### src/rtl/dmem_arbiter.sv
// dmem_arbiter: round-robin share of the 8x8 data memory
// between the cpu port (0) and the host port (1).
module dmem_arbiter #(
  parameter int DATA_WIDTH = 8,
  parameter int ADDR_WIDTH = 3
) (
  input  logic                  clk,
  input  logic                  rstn,
  input  logic                  req0,
  input  logic                  wr0,
  input  logic [ADDR_WIDTH-1:0] addr0,
  input  logic [DATA_WIDTH-1:0] wdata0,
  output logic                  gnt0,
  output logic                  rvalid0,
  output logic [DATA_WIDTH-1:0] rdata0,
  input  logic                  req1,
  input  logic                  wr1,
  input  logic [ADDR_WIDTH-1:0] addr1,
  input  logic [DATA_WIDTH-1:0] wdata1,
  output logic                  gnt1,
  output logic                  rvalid1,
  output logic [DATA_WIDTH-1:0] rdata1,
  output logic [ADDR_WIDTH-1:0] mem_addr,
  output logic                  mem_rd_en,
  output logic                  mem_wr_en,
  output logic [DATA_WIDTH-1:0] mem_wdata,
  input  logic [DATA_WIDTH-1:0] mem_rdata,
  output logic                  busy
);

  typedef enum logic [1:0] {
    IDLE    = 2'd0,
    ISSUE   = 2'd1,
    RD_WAIT = 2'd2
  } state_e;

  state_e                state_q;
  logic                  last_gnt_q;
  logic                  id_q;
  logic                  wr_q;
  logic                  gnt0_q;
  logic                  gnt1_q;
  logic                  rvalid0_q;
  logic                  rvalid1_q;
  logic [DATA_WIDTH-1:0] rdata0_q;
  logic [DATA_WIDTH-1:0] rdata1_q;
  logic [ADDR_WIDTH-1:0] mem_addr_q;
  logic                  mem_rd_en_q;
  logic                  mem_wr_en_q;
  logic [DATA_WIDTH-1:0] mem_wdata_q;
  logic                  busy_q;

  logic                  win_d;
  logic                  wr_d;
  logic [ADDR_WIDTH-1:0] addr_d;
  logic [DATA_WIDTH-1:0] wdata_d;

  // Pick the winner: a lone requester wins, a tie
  // goes to the port that was not granted last.
  always_comb begin
    win_d = 1'b0;
    unique case (1'b1)
      (req0 && req1):  win_d = ~last_gnt_q;
      (req1 && !req0): win_d = 1'b1;
      default:         win_d = 1'b0;
    endcase
  end

  // Route the winning port's command fields.
  always_comb begin
    wr_d    = wr0;
    addr_d  = addr0;
    wdata_d = wdata0;
    if (win_d) begin
      wr_d    = wr1;
      addr_d  = addr1;
      wdata_d = wdata1;
    end
  end

  // Arbiter FSM; every output is a register loaded
  // one cycle ahead of the state it belongs to.
  always_ff @(posedge clk or negedge rstn) begin
    if (!rstn) begin
      state_q     <= IDLE;
      last_gnt_q  <= 1'b1;
      id_q        <= 1'b0;
      wr_q        <= 1'b0;
      gnt0_q      <= 1'b0;
      gnt1_q      <= 1'b0;
      rvalid0_q   <= 1'b0;
      rvalid1_q   <= 1'b0;
      rdata0_q    <= '0;
      rdata1_q    <= '0;
      mem_addr_q  <= '0;
      mem_rd_en_q <= 1'b0;
      mem_wr_en_q <= 1'b0;
      mem_wdata_q <= '0;
      busy_q      <= 1'b0;
    end else begin
      gnt0_q      <= 1'b0;
      gnt1_q      <= 1'b0;
      rvalid0_q   <= 1'b0;
      rvalid1_q   <= 1'b0;
      mem_addr_q  <= '0;
      mem_rd_en_q <= 1'b0;
      mem_wr_en_q <= 1'b0;
      mem_wdata_q <= '0;
      unique case (state_q)
        IDLE: begin
          if (req0 || req1) begin
            state_q     <= ISSUE;
            busy_q      <= 1'b1;
            id_q        <= win_d;
            last_gnt_q  <= win_d;
            wr_q        <= wr_d;
            gnt0_q      <= ~win_d;
            gnt1_q      <= win_d;
            mem_addr_q  <= addr_d;
            mem_wr_en_q <= wr_d;
            mem_rd_en_q <= ~wr_d;
            if (wr_d) begin
              mem_wdata_q <= wdata_d;
            end
          end
        end
        ISSUE: begin
          if (wr_q) begin
            state_q <= IDLE;
            busy_q  <= 1'b0;
          end else begin
            state_q <= RD_WAIT;
          end
        end
        RD_WAIT: begin
          state_q <= IDLE;
          busy_q  <= 1'b0;
          if (id_q) begin
            rdata1_q  <= mem_rdata;
            rvalid1_q <= 1'b1;
          end else begin
            rdata0_q  <= mem_rdata;
            rvalid0_q <= 1'b1;
          end
        end
        default: begin
          state_q <= IDLE;
          busy_q  <= 1'b0;
        end
      endcase
    end
  end

  assign gnt0      = gnt0_q;
  assign gnt1      = gnt1_q;
  assign rvalid0   = rvalid0_q;
  assign rvalid1   = rvalid1_q;
  assign rdata0    = rdata0_q;
  assign rdata1    = rdata1_q;
  assign mem_addr  = mem_addr_q;
  assign mem_rd_en = mem_rd_en_q;
  assign mem_wr_en = mem_wr_en_q;
  assign mem_wdata = mem_wdata_q;
  assign busy      = busy_q;

endmodule

### config.mk
export PLATFORM = sky130hd
export DESIGN_NAME = dmem_arbiter
export DESIGN_NICKNAME = d
export VERILOG_FILES = /design/src/rtl/dmem_arbiter.sv
export SDC_FILE = /design/constraint.sdc
export NUM_CORES = 1
export LEC_CHECK = 0
export ABC_AREA = 0
export CAP_MARGIN = 40
export CORE_ASPECT_RATIO = 1.4
export CORE_UTILIZATION = 40
export CTS_CLUSTER_DIAMETER = 60
export DETAILED_ROUTE_END_ITERATION = 12
export PLACE_DENSITY = 0.82
export SLEW_MARGIN = 20
export SYNTH_ARGS = -nofsm -noshare
export SYNTH_HDL_FRONTEND = slang
export SYNTH_SLANG_ARGS = --single-unit
export TNS_END_PERCENT = 100
### constraint.sdc
create_clock -name clk -period 1.5 [get_ports clk]
set_input_delay 0.15 -clock clk [delete_from_list [all_inputs] [get_ports clk]]
set_output_delay 0.15 -clock clk [all_outputs]
set_load 0.01 [all_outputs]
After elaboration in Yosys (flattened, before gate mapping). Cells that the tools add are included. W data, S select, Z words.

Equal/unequal tests: 4. Multiplexer cells: 27. Bitwise logic cells: 4. Reductions and logical operators: 9.

Operators by type and width (count): $mux W8 (4); $mux W1 (15); $mux W3 (3); $reduce_and A2 Y1 (4); $mux W2 (2); $ne A2 B2 Y1 const B (2); $not A1 Y1 (4); $pmux W1 S2 (2); $pmux W2 S2 (1); $eq A2 B1 Y1 const B (1); $eq A2 B2 Y1 const B (1); $logic_and A1 B1 Y1 (2); $logic_not A2 Y1 (1); $logic_not A1 Y1 (1); $logic_or A1 B1 Y1 (1).

Bits in registers: 39. Logic and storage cells: 59.

Depth between registers and ports, before layout. Gate-level depths: netlist of run 1.

Word-level depth: 7. Depth in mapped cells: 5. Mapped depth without buffers: 3.

Worst setup path after synthesis of run 1. Ideal clock, no wire load.

Path type: reg-to-reg. Start point: register state_q[0]. End point: register rdata0_q[0], in the netlist rdata0[0]. Arrival: 1133 ps. Data required time: 1375 ps. Slack: 242 ps. Stages on the path, launching flop included: 4. Period minus slack after synthesis: 1258 ps. Path through: dfrtp_1 > nor3b_1 > buf_4 > mux2_2.

Longest elaborated chain between the ends: 2.

RTL lines: from (decl) (RTL line 37) `state_e state_q;`; from (signal assigned) (RTL line 85) `state_q <= IDLE;`; from (signal assigned) (RTL line 112) `state_q <= ISSUE;`; from (signal assigned) (RTL line 129) `state_q <= IDLE;`; $eq A2 B2 Y1 (RTL line 109) `unique case (state_q)`; $reduce_and A2 Y1 (no source line); to (signal assigned) (RTL line 142) `rdata0_q <= mem_rdata;`; to (decl) (RTL line 45) `logic [DATA_WIDTH-1:0] rdata0_q;`.

Every way passes these cells. A chain may end at the register's enable or synchronous reset.

Worst setup path after layout of run 1.
Start point: register state_q[0]. End point: register rdata0_q[2], in the netlist rdata0[2].

The elaborated chain is that of the path after synthesis.

==> results of run 1 <==
## through the flow
| step | setup TNS, ns | cells | worst slack, ns | area (sq um) | hold WS, ns |
|---|---|---|---|---|---|
| final | 0 | 218 | 0.128 | 2350 | 0.351 |
| after global routing | 0 | 218 | 0.0473 | 2350 | 0.361 |
| after CTS | 0 | 218 | 0.0932 | 2350 | 0.349 |
| after detailed placement | -0.0147 | 209 | -0.0147 | 2240 | 0.129 |
| after global placement | 0 | 209 | 0.0776 | 2240 | 0.125 |
| after floorplan | 0 | 97 | 0.242 | 1480 | -0.146 |
## cells in the final DEF (no fill, tap or decap), types with 2 or more instances in the layout
master	synthesis	layout
nor3b_1	2	2
buf_4	2	6
nor2_1	2	2
a21oi_1	2	2
mux2i_1	2	2
mux2_2	16	16
clkdlybuf4s50_1	0	68
inv_1	3	3
dfrtp_1	38	37
nor3_1	3	3
a32oi_1	3	3
o21ai_0	2	2
clkbuf_8	0	7
a22o_1	7	7
## critical path: cells and delay by family, from the launching register on
kind                   cells  cell delay [ns]
AND/OR/NAND/NOR            1             0.23
buffers and inverters      1             0.21
multiplexers               1             0.35
flip-flops                 1             0.47
## path summary, 6_finish.rpt
kind	slack [ns]	startpoint	cells past startpoint	endpoint
worst max-delay path	0.13	state_q[0]$_DFFE_PN0N_	3	rdata0[2]$_DFFE_PN0P_
worst min-delay path	0.35	rstn	3	mem_wdata[7]$_DFF_PN0_
worst max register to register	0.13	state_q[0]$_DFFE_PN0N_	3	rdata0[2]$_DFFE_PN0P_
worst min register to register	0.44	wr_q$_DFFE_PN0P_	1	state_q[1]$_DFFE_PN0N_
max in group asynchronous	0.89	rstn	3	last_gnt_q$_DFFE_PN1P_
min in group clk	0.44	wr_q$_DFFE_PN0P_	1	state_q[1]$_DFFE_PN0N_
## what timing repair did
item,4_1_cts,5_1_grt
setup endpoints to repair,0,1
endpoints found under the hold margin,38,0
hold buffers,1,0
gates resized for setup,0,1
## sequential cells by signal, indices dropped and copies added, names as in the netlist
name        cells
mem_wdata       8
id_q            1
mem_wr_en       1
mem_addr        3
state_q         2
rdata1          8
gnt0            1
gnt1            1
last_gnt_q      1
mem_rd_en       1
rvalid1         1
rdata0          8
wr_q            1
rvalid0         1
busy            1
## where the power goes
| part | internal, mW | total [mW] | switching, mW |
|---|---|---|---|
| Clock | 0.419 | 0.747 | 0.328 |
| Sequential | 1.48 | 1.72 | 0.240 |
| Combinational | 1.08 | 1.73 | 0.651 |
## layout make-up
cell class,instances,area share (%)
inverters,3,0.479
flip-flops and latches,39,41.6
clock buffers,8,4.26
multi-input cells,51,19.2
well taps,40,2.13
repair buffers,77,32.3
## per-layer routing
| metal | part of all wire (%) | vias to the layer above | wire, um | track usage (%) |
|---|---|---|---|---|
| li1 | - | 504 | - | - |
| met1 | 34 | 520 | 1150 | 19.6 |
| met2 | 55 | 58 | 1830 | 33.2 |
| met3 | 6.8 | 13 | 228 | 6.42 |
| met4 | 3.8 | 0 | 127 | 11.4 |
| met5 | 0 | - | 0 | 0 |
## logic make-up after synthesis
family / Yosys count / share of synthesized area (%)
buf+inv: 7 / 3.30
simple gates: 16 / 7.37
compound gates: 17 / 9.65
flops: 39 / 66.1
mux: 18 / 13.5
==> out/qor.yml, run 1 <==
detail_route.wl_per_cell_um: 15.3
synthTopCellsByCount: "dfrtp_1, mux2_2, a22o_1"
hp-class: "primary input to asynchronous set/reset pin"
layout.nets: 213
nFillCells: 257
netlist_top_cells_area: "dfrtp_1, mux2_2, a22o_1, dfstp_2, a32oi_1"
dr_total_vias: 1095
dieHeight_um: 73.9
drc: 0
maxSlewViolCount: 0
ys_seq_area_share_pct: 66.1
finalPower_mw: 4.19
irDropWorstVdd_mv: 1.15
synth_area_sq_um: 1480
ios: 70
start_kind: "flop"
worstSetupPathType: "flop to flop"
insertedDiodeCount: 0
grt_pass1_wl_um: 5140
cellLeakagePower_nw: 1.04
syn2layout_area_growth_pct: 59.2
htreeDepth: 2
firstDrtPassIters: 4
finalSetupViolations: 0
core_sq_um: 3440
max_cap_viol_count: 0
hold_viol_final: 0
clk_latency_ns: 0.28
powerDensity_nw_per_um2: 1780
crit_required_ns: 1.67
cts_buffers: 5
synth_edf_count: 0
die_area_sq_um: 3940
clkSinkCount: 39
max-clock-path-buffers: 2
syn_area_per_cell_sq_um: 15.2
antenna_found_initial: 0
status: "complete, no violations"
clock-root-buffer: "clkbuf_8"
vias_per_cell: 5.02
regArea_sq_um: 978
cp-end-kind: "flop"
synthArstFlopShare_pct: 100
clk_pin_slew_ns: 0.07
tightest_slew_ns: 0.280
ys_warn_count: 0
post-route-min-period_ns: 1.37
rsz0062_at_grt: "false"
drtIter0Drc: 30
grt_max_degree: 40
arrival_ns: 1.54
grt_pass1_vias: 1108
row_count: 25
crit_path_max_fanout: 9
grt_overflow_total: 0
wl_um: 3340
layout-drive-gt1-share_pct: 22.5
grt.total_usage_pct: 19.3
period_share_pct: 91.5
ys_ff_latch: 39
hpwlAfterDp_um: 2580
synth_most_common_cell: "dfrtp_1"
synth_top_area_cell: "dfrtp_1"
synth_top_area_share_pct: 64.4
synth_cell_types: 26
synthCells: 97
ant_nets: 0
cts_tree: "done"
multi_input_area_sq_um: 452
ys.flop_type: "dfrtp_1"
postCtsSetupRepairBufs: 0
port_buffers: 69
fin_skew_ns: 0.00419
max_freq_mhz: 729
cp_cell_sequence: "nor3b_1 -> buf_4 -> mux2_2"
slew_headroom_pct: 80.8
start_util_pct: 42.9
synth_fp_nets: 133
gp_congestion: 0.719
final_util_pct: 68.4
cp_slowest_stage_delay_ns: 0.47
die_x_um: 53.4
slowest_stage: "dfrtp_1"
Note: power is estimated with default switching activity, not from simulation.
==> run 2: changes to the inputs <==
--- a/config.mk
+++ b/config.mk
@@ -11,6 +11,7 @@
 export CORE_UTILIZATION = 40
 export CTS_CLUSTER_DIAMETER = 60
 export DETAILED_ROUTE_END_ITERATION = 12
+export MAX_ROUTING_LAYER = met4
 export PLACE_DENSITY = 0.82
 export SLEW_MARGIN = 20
 export SYNTH_ARGS = -nofsm -noshare
==> run 2 against run 1 <==
Net effect:
- sequential share of layout area unchanged
- via count down 0.46%
- design area unchanged
- register-to-register slack about the same
- critical path depth is the same
- highest routed layer unchanged
- die area unchanged
- clock-buffer cell count did not move
==> out/qor.yml, run 2 (synthesized netlist as in run 1, its figures left out) <==
status: "complete, no violations"
layout-drive-gt1-share_pct: 22.5
grt_max_degree: 40
tightest_slew_ns: 0.280
gp_congestion: 0.728
grt_pass1_vias: 1107
worstPathBufferInverterCount: 1
rsz0062_at_grt: "false"
cts_buffers: 5
crit_path_max_fanout: 9
reg2regPathDepth: 3
port_buffers: 69
cellLeakagePower_nw: 1.04
postCtsSetupRepairBufs: 0
worstSetupPathType: "flop to flop"
drtIter0Drc: 21
finalSetupTns_ns: 0
power.switching_mw: 1.22
dr_total_vias: 1090
slew_headroom_pct: 80.8
cp_cell_sequence: "nor3b_1 -> buf_4 -> mux2_2"
insertedDiodeCount: 0
cpLargestDelayFamily: "flip-flops"
cts_tree: "done"
wl_um: 3350
grt.total_usage_pct: 19.8
post-route-min-period_ns: 1.37
period_share_pct: 91.5
cp-end-kind: "flop"
clk_pin_slew_ns: 0.07
cp.depth: 3
antenna_found_initial: 0
p_comb_share_pct: 41.1
dieHeight_um: 73.9
max-clock-path-buffers: 2
crit_required_ns: 1.67
slowest_stage: "dfrtp_1"
htreeDepth: 2
final.setup.worst_slack_ns: 0.128
detail_route.wl_per_cell_um: 15.3
fin_skew_ns: 0.00380
clock_power_share_pct: 17.9
firstDrtPassIters: 4
swShare_pct: 29.1
layout_commonest_cell: "clkdlybuf4s50_1"
die_area_sq_um: 3940
max_freq_mhz: 729
cp_slowest_stage_delay_ns: 0.46
clock-root-buffer: "clkbuf_8"
powerDensity_nw_per_um2: 1780
clk_latency_ns: 0.28
nFillCells: 257
start_util_pct: 42.9
grt_pass1_wl_um: 5130
row_count: 25
hpwlAfterDp_um: 2580
core_sq_um: 3440
grt_overflow_total: 0
irDropWorstVdd_mv: 1.15
drc: 0
ant_nets: 0
layout.nets: 213
ios: 70
arrival_ns: 1.54
finalSetupViolations: 0
seqPwrFrac_pct: 41.0
hold_viol_final: 0
start_kind: "flop"
max_cap_viol_count: 0
clkSinkCount: 39
maxSlewViolCount: 0
p_int_mw: 2.97
die_x_um: 53.4
vias_per_cell: 5.00
syn2layout_area_growth_pct: 59.2
place_ws_ns: -0.0147
final_cell_mix: "clkdlybuf4s50_1, dfrtp_1, mux2_2"
hp-class: "primary input to asynchronous set/reset pin"
run 2: cell counts in the layout (fill, tap and decap cells not counted):
Identical to the previous run, type by type.
run 2: worst min-delay path, delay by kind of cell:
| family | cells | cell delay, ns |
|---|---|---|
| buffers and inverters | 3 | 0.85 |
run 2: final timing paths:
kind	from	endpoint	slack [ns]
hold / removal	rstn	mem_wdata[7]$_DFF_PN0_	0.35
max in group asynchronous	rstn	last_gnt_q$_DFFE_PN1P_	0.89
min in group clk	wr_q$_DFFE_PN0P_	state_q[1]$_DFFE_PN0N_	0.44
hold reg to reg	wr_q$_DFFE_PN0P_	state_q[1]$_DFFE_PN0N_	0.44
setup / recovery	state_q[0]$_DFFE_PN0N_	rdata0[2]$_DFFE_PN0P_	0.13
setup reg to reg	state_q[0]$_DFFE_PN0N_	rdata0[2]$_DFFE_PN0P_	0.13
run 2: area by class of cell:
type	count	area, sq um	share of cell area [%]
multi-input cells	51	452	19.2
repair buffers	77	761	32.3
flip-flops and latches	39	978	41.6
clock buffers	8	100	4.26
inverters	3	11.3	0.479
well taps	40	50.0	2.13
run 2: stage by stage:
| stage | util [%] | hold slack (ns) | instances | instance area (sq um) | power (mW) |
|---|---|---|---|---|---|
| global placement | 65.1 | 0.125 | 209 | 2240 | 3.41 |
| finish | 68.4 | 0.348 | 218 | 2350 | 4.20 |
| CTS | 68.3 | 0.349 | 218 | 2350 | 4.24 |
| global route | 68.4 | 0.364 | 218 | 2350 | 4.45 |
| floorplan | - | -0.146 | 97 | 1480 | 2.50 |
| detailed placement | 65.1 | 0.129 | 209 | 2240 | 3.48 |
run 2: routing by layer:
layer | track usage (%) | share of wire [%] | wire length [um] | vias to the layer above
met2 | 33.2 | 56 | 1870 | 48
met4 | 11.4 | 3.2 | 107 | 0
met1 | 19.6 | 35 | 1190 | 526
li1 | - | - | - | 506
met5 | - | 0 | 0 | -
met3 | 5.80 | 5.5 | 184 | 10
run 2: power groups by stage:
| stage | logic [mW] | registers (mW) | clock network (mW) |
|---|---|---|---|
| final | 1.73 | 1.72 | 0.751 |
| after global routing | 1.87 | 1.77 | 0.814 |
| after CTS | 1.75 | 1.72 | 0.770 |
| after detailed placement | 1.74 | 1.74 | 0 |
| after global placement | 1.69 | 1.71 | 0 |
| after floorplan | 0.642 | 1.86 | 0 |
run 2: repair_timing:
action                                  4_1_cts  5_1_grt
endpoints found under the setup margin        0        1
hold endpoints to repair                     38        0
resized for setup                             0        1
hold buffers                                  1        0
==> run 3: changes to the inputs <==
--- a/config.mk
+++ b/config.mk
@@ -13,6 +13,7 @@
 export DETAILED_ROUTE_END_ITERATION = 12
 export MAX_ROUTING_LAYER = met4
 export PLACE_DENSITY = 0.82
+export SETUP_SLACK_MARGIN = 0.05
 export SLEW_MARGIN = 20
 export SYNTH_ARGS = -nofsm -noshare
 export SYNTH_HDL_FRONTEND = slang
==> run 3 against run 2 <==
Net effect:
- sequential share of layout area fell by 0.13 points
- final cell count rose by 0.46%
- non-clock buffer count rose by 1
- clock-buffer cell count did not move
- sequential power barely moved
- first-iteration DRC count rose by 4.8%
- hold slack improved by 0.0059 ns
- clock skew barely moved
- global-route usage did not move
- worst setup slack got worse by 0.0063 ns
- highest routed layer unchanged
==> out/qor.yml, run 3 (synthesized netlist as in run 1, its figures left out) <==
layout_commonest_cell: "clkdlybuf4s50_1"
cp-end-kind: "flop"
finalSetupViolations: 0
maxSlewViolCount: 0
wl_um: 3340
dieHeight_um: 73.9
place_area_sq_um: 2240
endpoint: "rdata0[2]$_DFFE_PN0P_"
detail_route.wl_per_cell_um: 15.3
irDropWorstVdd_mv: 1.15
firstDrtPassIters: 4
ios: 70
cp_slowest_stage_delay_ns: 0.47
die_x_um: 53.4
layout.nets: 214
grt_pass1_vias: 1107
syn2layout_area_growth_pct: 59.7
fin_skew_ns: 0.00391
powerDensity_nw_per_um2: 1780
drc: 0
htreeDepth: 2
cellLeakagePower_nw: 1.04
layout-drive-gt1-share_pct: 22.9
finalPower_mw: 4.20
crit_path_max_fanout: 9
clkSinkCount: 39
design_area_sq_um: 2360
vias_per_cell: 4.97
r2r-end: "rdata0[2]$_DFFE_PN0P_"
cp-startpoint: "state_q[0]$_DFFE_PN0N_"
tightest_slew_ns: 0.280
rsz0062_at_grt: "false"
post-route-min-period_ns: 1.38
antenna_found_initial: 0
grt.total_usage_pct: 19.8
status: "complete, no violations"
gp_congestion: 0.728
port_buffers: 69
multi_input_area_sq_um: 452
clk_pin_slew_ns: 0.07
final_cell_mix: "clkdlybuf4s50_1, dfrtp_1, mux2_2"
clock-root-buffer: "clkbuf_8"
hpwlAfterDp_um: 2580
grt_pass1_wl_um: 5130
cp_cell_sequence: "nor3b_1 -> buf_4 -> mux2_2"
grt_max_degree: 40
hold_viol_final: 0
ant_nets: 0
cts_tree: "done"
regArea_sq_um: 978
reg2reg_from: "state_q[0]$_DFFE_PN0N_"
cts_buffers: 5
max_cap_viol_count: 0
core_sq_um: 3440
hp-class: "primary input to asynchronous set/reset pin"
row_count: 25
rrSetupSlack_ns: 0.12
max-clock-path-buffers: 2
insertedDiodeCount: 0
drtIter0Drc: 22
die_area_sq_um: 3940
arrival_ns: 1.54
worstSetupPathType: "flop to flop"
slowest_stage: "dfrtp_1"
nFillCells: 255
start_kind: "flop"
clk_latency_ns: 0.28
slew_headroom_pct: 80.8
max_freq_mhz: 726
period_share_pct: 91.9
grt_overflow_total: 0
start_util_pct: 42.9
crit_required_ns: 1.67
dr_total_vias: 1089
reg2regPathDepth: 3
-- run 3: critical path: cells and delay by family (launching register included) --
kind,cells,cell delay [ns]
buffers and inverters,1,0.21
and+or+nand+nor,1,0.23
DFF,1,0.47
muxes,1,0.35
-- run 3: metal layers --
layer / track usage (%) / vias up / routed length, um
met2: 33.2 / 50 / 1880
met3: 5.80 / 10 / 193
met1: 19.6 / 523 / 1160
met4: 11.4 / 0 / 107
li1: - / 506 / -
met5: - / - / 0
-- run 3: power breakdown --
group          switching, mW  internal, mW
Sequential             0.239          1.48
Combinational          0.652          1.08
Clock                  0.325         0.419
-- run 3: how the worst min path moves through the flow --
stage | slack (ns) | cells past startpoint | end
after global placement | 0.12 | 2 | mem_wdata[7]$_DFF_PN0_
after floorplan | -0.15 | 0 | busy$_DFFE_PN0P_
after global routing | 0.36 | 3 | rdata1[0]$_DFFE_PN0P_
final | 0.35 | 3 | mem_wdata[7]$_DFF_PN0_
after CTS | 0.35 | 3 | rdata1[0]$_DFFE_PN0P_
after detailed placement | 0.13 | 2 | mem_wdata[7]$_DFF_PN0_
-- run 3: what timing repair did --
item                                   in CTS  in global routing
setup buffers                               0                  1
setup endpoints to repair                   0                  8
endpoints found under the hold margin      38                  0
hold buffers                                1                  0
resized for setup                           0                  1
-- run 3: cell type report --
class                      count  share of cell area [%]
sequential                    39                    41.5
timing repair buffer          78                    32.6
multi-input combinational     51                    19.1
clock buffer                   8                    4.24
tap                           40                    2.12
inverter                       3                   0.477
-- run 3: stage by stage --
| step | hold slack, ns | std cells | utilization [%] | TNS, ns | setup slack [ns] |
|---|---|---|---|---|---|
| 2_1_floorplan | -0.146 | 97 | - | 0 | 0.242 |
| 3_3_place_gp | 0.125 | 209 | 65.1 | 0 | 0.0776 |
| 3_5_place_dp | 0.129 | 209 | 65.1 | -0.0147 | -0.0147 |
| 4_1_cts | 0.349 | 218 | 68.3 | 0 | 0.0932 |
| 5_1_grt | 0.364 | 219 | 68.6 | 0 | 0.0519 |
| 6_report | 0.354 | 219 | 68.6 | 0 | 0.122 |
